`src/rtl/seg_pkg.sv`:
```
// Shared constants and the hex font for the 7-segment scan controller.
// Exposes NUM_DIG, SEG_BLANK and hex2seg (nibble -> active-low {g..a}).
package seg_pkg;

    localparam int         NUM_DIG   = 8;
    localparam logic [7:0] SEG_BLANK = 8'hFF;

    function automatic logic [6:0] hex2seg(input logic [3:0] nib);
        logic [6:0] seg;
        unique case (nib)
            4'h0: seg = 7'h40;
            4'h1: seg = 7'h79;
            4'h2: seg = 7'h24;
            4'h3: seg = 7'h30;
            4'h4: seg = 7'h19;
            4'h5: seg = 7'h12;
            4'h6: seg = 7'h02;
            4'h7: seg = 7'h78;
            4'h8: seg = 7'h00;
            4'h9: seg = 7'h10;
            4'hA: seg = 7'h08;
            4'hB: seg = 7'h03;
            4'hC: seg = 7'h46;
            4'hD: seg = 7'h21;
            4'hE: seg = 7'h06;
            4'hF: seg = 7'h0E;
        endcase
        return seg;
    endfunction

endpackage

```
`src/rtl/seg_hex_font.sv`:
```
// Combinational nibble -> 7-segment glyph decoder.
// Ports: nib (4-bit hex digit in), seg ({g,f,e,d,c,b,a} active-low out).
module seg_hex_font
    import seg_pkg::*;
(
    input  logic [3:0] nib,
    output logic [6:0] seg
);

    assign seg = hex2seg(nib);

endmodule

```
`src/rtl/seg_scan_ctrl.sv`:
```
// Double-buffered 8-digit hex scanner for the board 7-segment display.
// Ports: clk, rst (async active-low), upd_valid/upd_ready/upd_data/upd_dp
// update handshake, blank_lz, o_seg/o_sel (active-low), frame_tick.
// CLK_HZ/SCAN_HZ must be at least 2.
module seg_scan_ctrl
    import seg_pkg::*;
#(
    parameter int CLK_HZ  = 100_000_000,
    parameter int SCAN_HZ = 1_000
) (
    input  logic                 clk,
    input  logic                 rst,
    input  logic                 upd_valid,
    output logic                 upd_ready,
    input  logic [4*NUM_DIG-1:0] upd_data,
    input  logic [NUM_DIG-1:0]   upd_dp,
    input  logic                 blank_lz,
    output logic [7:0]           o_seg,
    output logic [NUM_DIG-1:0]   o_sel,
    output logic                 frame_tick
);

    localparam int DIV = CLK_HZ / SCAN_HZ;
    localparam int PW  = (DIV > 1) ? $clog2(DIV) : 1;
    localparam int DW  = $clog2(NUM_DIG);

    localparam logic [PW-1:0] PRESC_MAX = PW'(DIV - 1);
    localparam logic [DW-1:0] DIG_LAST  = DW'(NUM_DIG - 1);

    logic [PW-1:0]        presc;
    logic [DW-1:0]        dig;
    logic                 scan_tick;
    logic                 wrap_tick;
    logic                 accept;
    logic                 pend;
    logic [4*NUM_DIG-1:0] shadow_data;
    logic [NUM_DIG-1:0]   shadow_dp;
    logic [4*NUM_DIG-1:0] disp_data;
    logic [NUM_DIG-1:0]   disp_dp;
    logic [3:0]           nib;
    logic [6:0]           glyph;
    logic                 lz_blank;

    assign scan_tick = (presc == PRESC_MAX);
    assign wrap_tick = scan_tick && (dig == DIG_LAST);
    assign accept    = upd_valid && upd_ready;

    always_ff @(posedge clk or negedge rst) begin
        if (!rst) begin
            presc      <= '0;
            dig        <= '0;
            frame_tick <= 1'b0;
        end else begin
            frame_tick <= wrap_tick;
            if (scan_tick) begin
                presc <= '0;
                dig   <= (dig == DIG_LAST) ? '0 : dig + 1'b1;
            end else begin
                presc <= presc + 1'b1;
            end
        end
    end

    // Ready is low whenever a value is pending, so accept and apply
    // can never land on the same edge.
    always_ff @(posedge clk or negedge rst) begin
        if (!rst) begin
            upd_ready   <= 1'b0;
            pend        <= 1'b0;
            shadow_data <= '0;
            shadow_dp   <= '0;
            disp_data   <= '0;
            disp_dp     <= '0;
        end else if (accept) begin
            shadow_data <= upd_data;
            shadow_dp   <= upd_dp;
            pend        <= 1'b1;
            upd_ready   <= 1'b0;
        end else begin
            upd_ready <= ~pend;
            if (wrap_tick && pend) begin
                disp_data <= shadow_data;
                disp_dp   <= shadow_dp;
                pend      <= 1'b0;
            end
        end
    end

    assign nib = disp_data[{dig, 2'b00} +: 4];

    seg_hex_font u_font (
        .nib (nib),
        .seg (glyph)
    );

    // Blank when this digit and all more significant ones are zero;
    // digit 0 is always lit so a zero value still shows "0".
    assign lz_blank = blank_lz
                   && (dig != '0)
                   && ((disp_data >> {dig, 2'b00}) == '0);

    always_ff @(posedge clk or negedge rst) begin
        if (!rst) begin
            o_seg <= SEG_BLANK;
            o_sel <= '1;
        end else begin
            o_sel <= ~(NUM_DIG'(1) << dig);
            o_seg <= lz_blank ? SEG_BLANK : {~disp_dp[dig], glyph};
        end
    end

endmodule

```
`config.mk`:
```
export PLATFORM = sky130hd
export DESIGN_NAME = seg_scan_ctrl
export DESIGN_NICKNAME = d
export VERILOG_FILES = /design/src/rtl/seg_pkg.sv /design/src/rtl/seg_hex_font.sv /design/src/rtl/seg_scan_ctrl.sv
export SDC_FILE = /design/constraint.sdc
export NUM_CORES = 1
export LEC_CHECK = 0
export BUFFER_PORTS_ARGS = -buffer_cell sky130_fd_sc_hd__buf_2
export CAP_MARGIN = 20
export CORE_AREA = 2 2 131 133
export DETAILED_ROUTE_END_ITERATION = 8
export DIE_AREA = 0 0 133 135
export SETUP_SLACK_MARGIN = 0.05
export SYNTH_ARGS = -nofsm -noshare
export SYNTH_HDL_FRONTEND = slang
export SYNTH_HIERARCHICAL = 1
export SYNTH_SLANG_ARGS = --single-unit
```
`constraint.sdc`:
```
create_clock -name clk -period 5.8 [get_ports clk]
set_clock_uncertainty 0.1 [all_clocks]
set_input_delay 0.58 -clock clk [delete_from_list [all_inputs] [get_ports clk]]
set_output_delay 0.58 -clock clk [all_outputs]
set_load 0.005 [all_outputs]
```
==> flow_summary.json, run 1 <==
{
  "use_met2_pct": 21.4,
  "wire_per_inst_microns": 15.3,
  "rr_worst_depth": 8,
  "final_cell_area_sq_um": 6730,
  "grt_pass1_wl_microns": 19100,
  "hpwl_microns": 7840,
  "cap_viol_max_count": 0,
  "layout_common_cells": "dfrtp_1 (103), buf_2 (60), mux2_2 (40)",
  "drt-initial-drc-count": 204,
  "required_ns": 6.01,
  "fp.coreArea_sq_um": 16400,
  "ys_seq_area_share_pct": 52.7,
  "syn_area_sq_um": 5690,
  "met1_usage_pct": 17.9,
  "grt_busiest_layer": "met2",
  "place_area_sq_um": 6170,
  "cellPowerDensity_nw_per_um2": 301,
  "critical_path_arrival_ns": 3.14,
  "n_antenna_cell": 0,
  "period_minus_slack_ns": 2.94,
  "start_util_pct": 34.7,
  "cts_tree": "done",
  "max-vdd-ir-drop_mv": 0.206,
  "setup_viol": 0,
  "rsz0062_at_grt": "false",
  "overflow": 0,
  "wl_microns": 11000,
  "fmax_ghz": 0.341,
  "path_class": "flip-flop to flip-flop",
  "synth-seq-cells": 119,
  "viasPerCell": 4.77,
  "ys_types": 52,
  "synth-edff-count": 0,
  "ys_warn_count": 6,
  "cts_resized": 0,
  "cp-end-kind": "flip-flop",
  "slowest_delay_ns": 0.92,
  "drt_pass1_iterations": 4,
  "finalHoldViolCount": 0,
  "drc_errors": 0,
  "ioPinCount": 62,
  "first_global_vias": 3726,
  "post-cts-setup-buffer-count": 0,
  "path_depth": 8,
  "cts-root-buf": "clkbuf_16",
  "path_clk_slew_ns": 0.05,
  "cp_slowest_cell": "dfrtp_1",
  "num-nets-final": 546,
  "path_buf_inv": 2,
  "relSlewSlack_pct": 33.9,
  "finalMaxSlewViolations": 0,
  "status": "complete, no violations",
  "use_met3_pct": 3.38,
  "synth_ff_type": "dfrtp_1",
  "die_w_microns": 133,
  "routed-via-count": 3438,
  "fin_cells": 721,
  "fin_crit_sh_pct": 50.6,
  "tightest_slew_ns": 0.988,
  "cts_buffer_depth": 2,
  "insertion_delay_ns": 0.41,
  "fin_setup_tns_ns": 0,
  "cts_inserted_buffers": 17,
  "chipHeight_microns": 135,
  "cts.htree.levels": 4,
  "path_delay_family": "flip-flops",
  "rows": 47,
  "drive_gt1_share_pct": 40.5,
  "die_area_sq_um": 18000,
  "syn_avg_cell_area_sq_um": 13.4,
  "fin_util_pct": 41.0,
  "ctsHoldBuffers": 0,
  "grt_max_degree": 79,
  "critPathMaxFanout": 28,
  "worstHoldPathType": "primary input to asynchronous set/reset pin",
  "final.setup.worst_slack_ns": 2.86,
  "io_buffer_count": 61,
  "dp_cells": 688,
  "dpl_worst_slack_ns": 2.46,
  "drtAntennaViolNets": 0,
  "power_leakage_nw": 3.10,
  "path_cells": "mux4_2, nand2_1, nand2_1, inv_1, ha_1, inv_1, mux4_2, o21bai_1",
  "grtUsageTotal_pct": 13.7,
  "startpoint_type": "flip-flop",
  "layout_commonest_cell": "dfrtp_1",
  "synth_fp_nets": 482,
  "gp_congestion": 0.815,
  "synthCells": 424,
  "antenna_found_initial": 0,
  "synth-async-reset-ratio_pct": 100,
  "cts.sinks": 119,
  "area_delta_synth_final_pct": 18.3
}
## worst reg2reg max path, cell delays in order (launching register included)
cell	delay (ns)
dfrtp_1	0.92
mux4_2	0.38
nand2_1	0.06
nand2_1	0.24
inv_1	0.15
ha_1	0.31
inv_1	0.06
mux4_2	0.45
o21bai_1	0.17
## per-layer routing
metal | wire length, microns | vias to the layer above
li1 | - | 1643
met4 | 152 | 0
met5 | 0 | -
met2 | 5240 | 81
met1 | 5120 | 1703
met3 | 501 | 11
## cell families after synthesis
logic type                 Yosys count  share of synthesized area (%)
DFF                                119                           52.7
adders and majority gates           14                           3.08
muxes                               99                           24.5
xor gates and xnor gates            15                           2.31
AOI/OAI and AO/OA                   40                           5.28
buffers and inverters               29                           2.84
and+or+nand+nor                    108                           9.35
## where the power goes
part | total (W) | internal (W) | switching [W] | leakage (nW)
logic | 0.000127 | 0.0000805 | 0.0000462 | 1.34
clock network | 0.000929 | 0.000598 | 0.000331 | 0.268
registers | 0.000970 | 0.000919 | 0.0000509 | 1.50
## cell type report
type,count,area [sq um]
multi-input combinational,276,2530
fill,1551,9680
clock inverter,4,20.0
inverter,10,37.5
timing repair buffer,64,350
tap,220,275
clock buffer,28,517
sequential,119,3000
## path summary, 6_finish.rpt
kind	startpoint	end	slack (ns)
worst max-delay path	dig[1]	o_seg[3]	2.86
worst min-delay path	rst	frame_tick	0.05
worst max register to register	dig[1]	o_seg[3]	2.86
worst min register to register	presc[0]	presc[0]	0.39
max in group asynchronous	rst	disp_data[11]	4.21
min in group clk	upd_dp[3]	shadow_dp[3]	0.30
## synth_stat cells (all sizes together), types with 9 or more instances
cell type | number | area share, %
dfrtp | 103 | 45
mux2 | 80 | 18
nand2 | 30 | 2.0
nor2 | 30 | 2.0
dfstp | 16 | 7.4
buf | 15 | 1.9
ha | 14 | 3.1
mux4 | 12 | 4.8
nor3 | 12 | 1.1
o21ai | 11 | 0.97
inv | 10 | 0.66
nand3 | 9 | 0.79
## through the flow
| stage | total power (W) | hold slack, ns |
|---|---|---|
| floorplan | 0.00105 | 0.184 |
| CTS | 0.00206 | 0.0479 |
| detailed placement | 0.00112 | 0.381 |
| global route | 0.00212 | 0.0715 |
| finish | 0.00203 | 0.0488 |
| global placement | 0.00111 | 0.366 |
## sequential cells by signal, summed over array words and instances (netlist names)
| signal | flops |
|---|---|
| upd_ready | 1 |
| presc | 17 |
| dig | 3 |
| pend | 1 |
| frame_tick | 1 |
| o_sel | 8 |
| shadow_dp | 8 |
| disp_dp | 8 |
| shadow_data | 32 |
| disp_data | 32 |
| o_seg | 8 |
Power figures use the tool's default switching activity.
==> run 2: changes to the inputs <==
==> constraint.sdc (replaced) <==
create_clock -name clk -period 2.4 [get_ports clk]
set_clock_uncertainty 0.1 [all_clocks]
set_input_delay 0.24 -clock clk [delete_from_list [all_inputs] [get_ports clk]]
set_output_delay 0.24 -clock clk [all_outputs]
set_load 0.005 [all_outputs]
==> run 2 against run 1 <==
Sequential share of layout area down 4.6 points; clock power rose to 2.8 times the previous value; hold slack better by 0.17 ns; power increased to 2.6 times the previous value; global-route usage rose by 0.72 points; die area unchanged; maximum frequency increased by 27%; count of clock-buffer cells in the layout down 10; cell count grew 10%; combinational power rose to 2.9 times the previous value; via count is 7.9% higher; critical path depth is 1 higher; critical path type unchanged; critical endpoint unchanged; highest routed layer unchanged.
==> flow_summary.json, run 2 (same netlist as run 1, synthesis figures left out) <==
{
  "status": "complete, no violations",
  "die_w_microns": 133,
  "antenna_found_initial": 0,
  "critPathMaxFanout": 7,
  "drt_pass1_iterations": 4,
  "io_buffer_count": 61,
  "cts_tree": "done",
  "drt-initial-drc-count": 176,
  "drive_gt1_share_pct": 44.5,
  "cts.sinks": 119,
  "slowest_delay_ns": 0.51,
  "biggestRegsByFlops": "disp_data x32, shadow_data x32, presc x17",
  "power_leakage_nw": 3.44,
  "cts.htree.levels": 4,
  "drc_errors": 0,
  "wl_microns": 11900,
  "cellPowerDensity_nw_per_um2": 704,
  "required_ns": 2.63,
  "overflow": 0,
  "highest_layer": "met4",
  "period_minus_slack_ns": 2.31,
  "place_area_sq_um": 6420,
  "path_class": "flip-flop to flip-flop",
  "drtAntennaViolNets": 0,
  "grt_pass1_wl_microns": 20100,
  "grtUsageTotal_pct": 14.4,
  "max-vdd-ir-drop_mv": 0.462,
  "path_clk_slew_ns": 0.06,
  "fill_cells": 1494,
  "cts-root-buf": "clkbuf_16",
  "finalHoldViolCount": 0,
  "first_global_vias": 3971,
  "fp.coreArea_sq_um": 16400,
  "layout_common_cells": "dfrtp_1 (101), buf_2 (60), dlygate4sd3_1 (42)",
  "fin_setup_tns_ns": 0,
  "setup_viol": 0,
  "fin_util_pct": 45.8,
  "hpwl_microns": 8720,
  "num-nets-final": 618,
  "rows": 47,
  "wire_per_inst_microns": 15.1,
  "hold_ws_ns": 0.222,
  "route.layer.met1.wl_microns": 5530,
  "dr_wl_met2_microns": 5760,
  "path_cells": "buf_6, mux4_2, nand2_2, nand2_4, inv_4, ha_4, inv_2, mux4_2, o21bai_1",
  "cp-end-kind": "flip-flop",
  "gp_congestion": 0.840,
  "met3WireLength_microns": 431,
  "routed-via-count": 3711,
  "fin_crit_sh_pct": 96.2,
  "relSlewSlack_pct": 60.9,
  "cts_inserted_buffers": 17,
  "ioPinCount": 62,
  "rsz0062_at_grt": "true",
  "crit_path_frequent_cell": "mux4_2",
  "finalMaxSlewViolations": 0,
  "layout_commonest_cell": "dfrtp_1",
  "tightest_slew_ns": 0.582,
  "die_area_sq_um": 18000,
  "chipHeight_microns": 135,
  "critical_path_arrival_ns": 2.54,
  "area_delta_synth_final_pct": 32.1,
  "cts_buffer_depth": 2,
  "worstHoldPathType": "primary input to asynchronous set/reset pin",
  "viasPerCell": 4.68,
  "cap_viol_max_count": 0,
  "grt_max_degree": 46,
  "startpoint_type": "flip-flop",
  "insertion_delay_ns": 0.41,
  "final_cell_area_sq_um": 7520,
  "cp_slowest_cell": "mux4_2",
  "n_antenna_cell": 0,
  "start_util_pct": 34.7,
  "fmax_ghz": 0.433
}
-- run 2: layout make-up --
class	instances	area, sq um	share of cell area (%)
Sequential cell	119	3000	39.9
Clock buffer	18	439	5.84
Inverter	10	40.0	0.533
Multi-Input combinational cell	276	2580	34.3
Clock inverter	14	175	2.33
Tap cell	220	275	3.66
Timing Repair Buffer	136	1010	13.4
-- run 2: final timing paths --
path                               start           end  slack [ns]  cells past startpoint
worst max-delay path              dig[0]      o_seg[3]        0.09                      9
worst min-delay path                 rst     presc[12]        0.22                      2
worst max register to register    dig[0]      o_seg[3]        0.09                      9
worst min register to register  presc[0]      presc[0]        0.39                      1
max in group asynchronous            rst  shadow_dp[7]        1.20                      3
min in group clk                blank_lz      o_seg[7]        0.30                      6
-- run 2: repair_timing --
item                                    in CTS  in global routing
gates resized for setup                      4                 13
endpoints found under the setup margin       1                  4
setup buffers                                1                  0
hold buffers                                42                  0
pin swaps                                    1                  3
hold endpoints to repair                    60                  0
-- run 2: critical path: cells and delay by family (launching register included) --
| family | cells | cell delay [ns] |
|---|---|---|
| flops | 1 | 0.46 |
| buf+inv | 3 | 0.24 |
| compound gates | 1 | 0.17 |
| simple gates | 2 | 0.18 |
| mux | 2 | 0.96 |
| fa+ha+maj | 1 | 0.12 |
-- run 2: report_power, final --
group	total, W	switching [W]	internal (W)	leakage [nW]
sequential	0.00233	0.000115	0.00222	1.49
combinational	0.000366	0.000122	0.000244	1.67
clock	0.00259	0.000930	0.00166	0.281
total	0.00529	0.00117	0.00413	3.44
-- run 2: per-layer routing --
metal,up-vias,global-route usage (%)
li1,1784,-
met1,1839,18.0
met2,68,23.9
met3,20,4.28
met4,0,4.96
met5,-,0
-- run 2: per-stage QoR --
step           total power, W  cells  worst slack, ns
2_1_floorplan         0.00253    424           0.0279
3_3_place_gp          0.00267    718            0.116
3_5_place_dp          0.00270    718           0.0474
4_1_cts               0.00536    793           0.0557
5_1_grt               0.00551    793        -0.000688
6_report              0.00529    793           0.0923
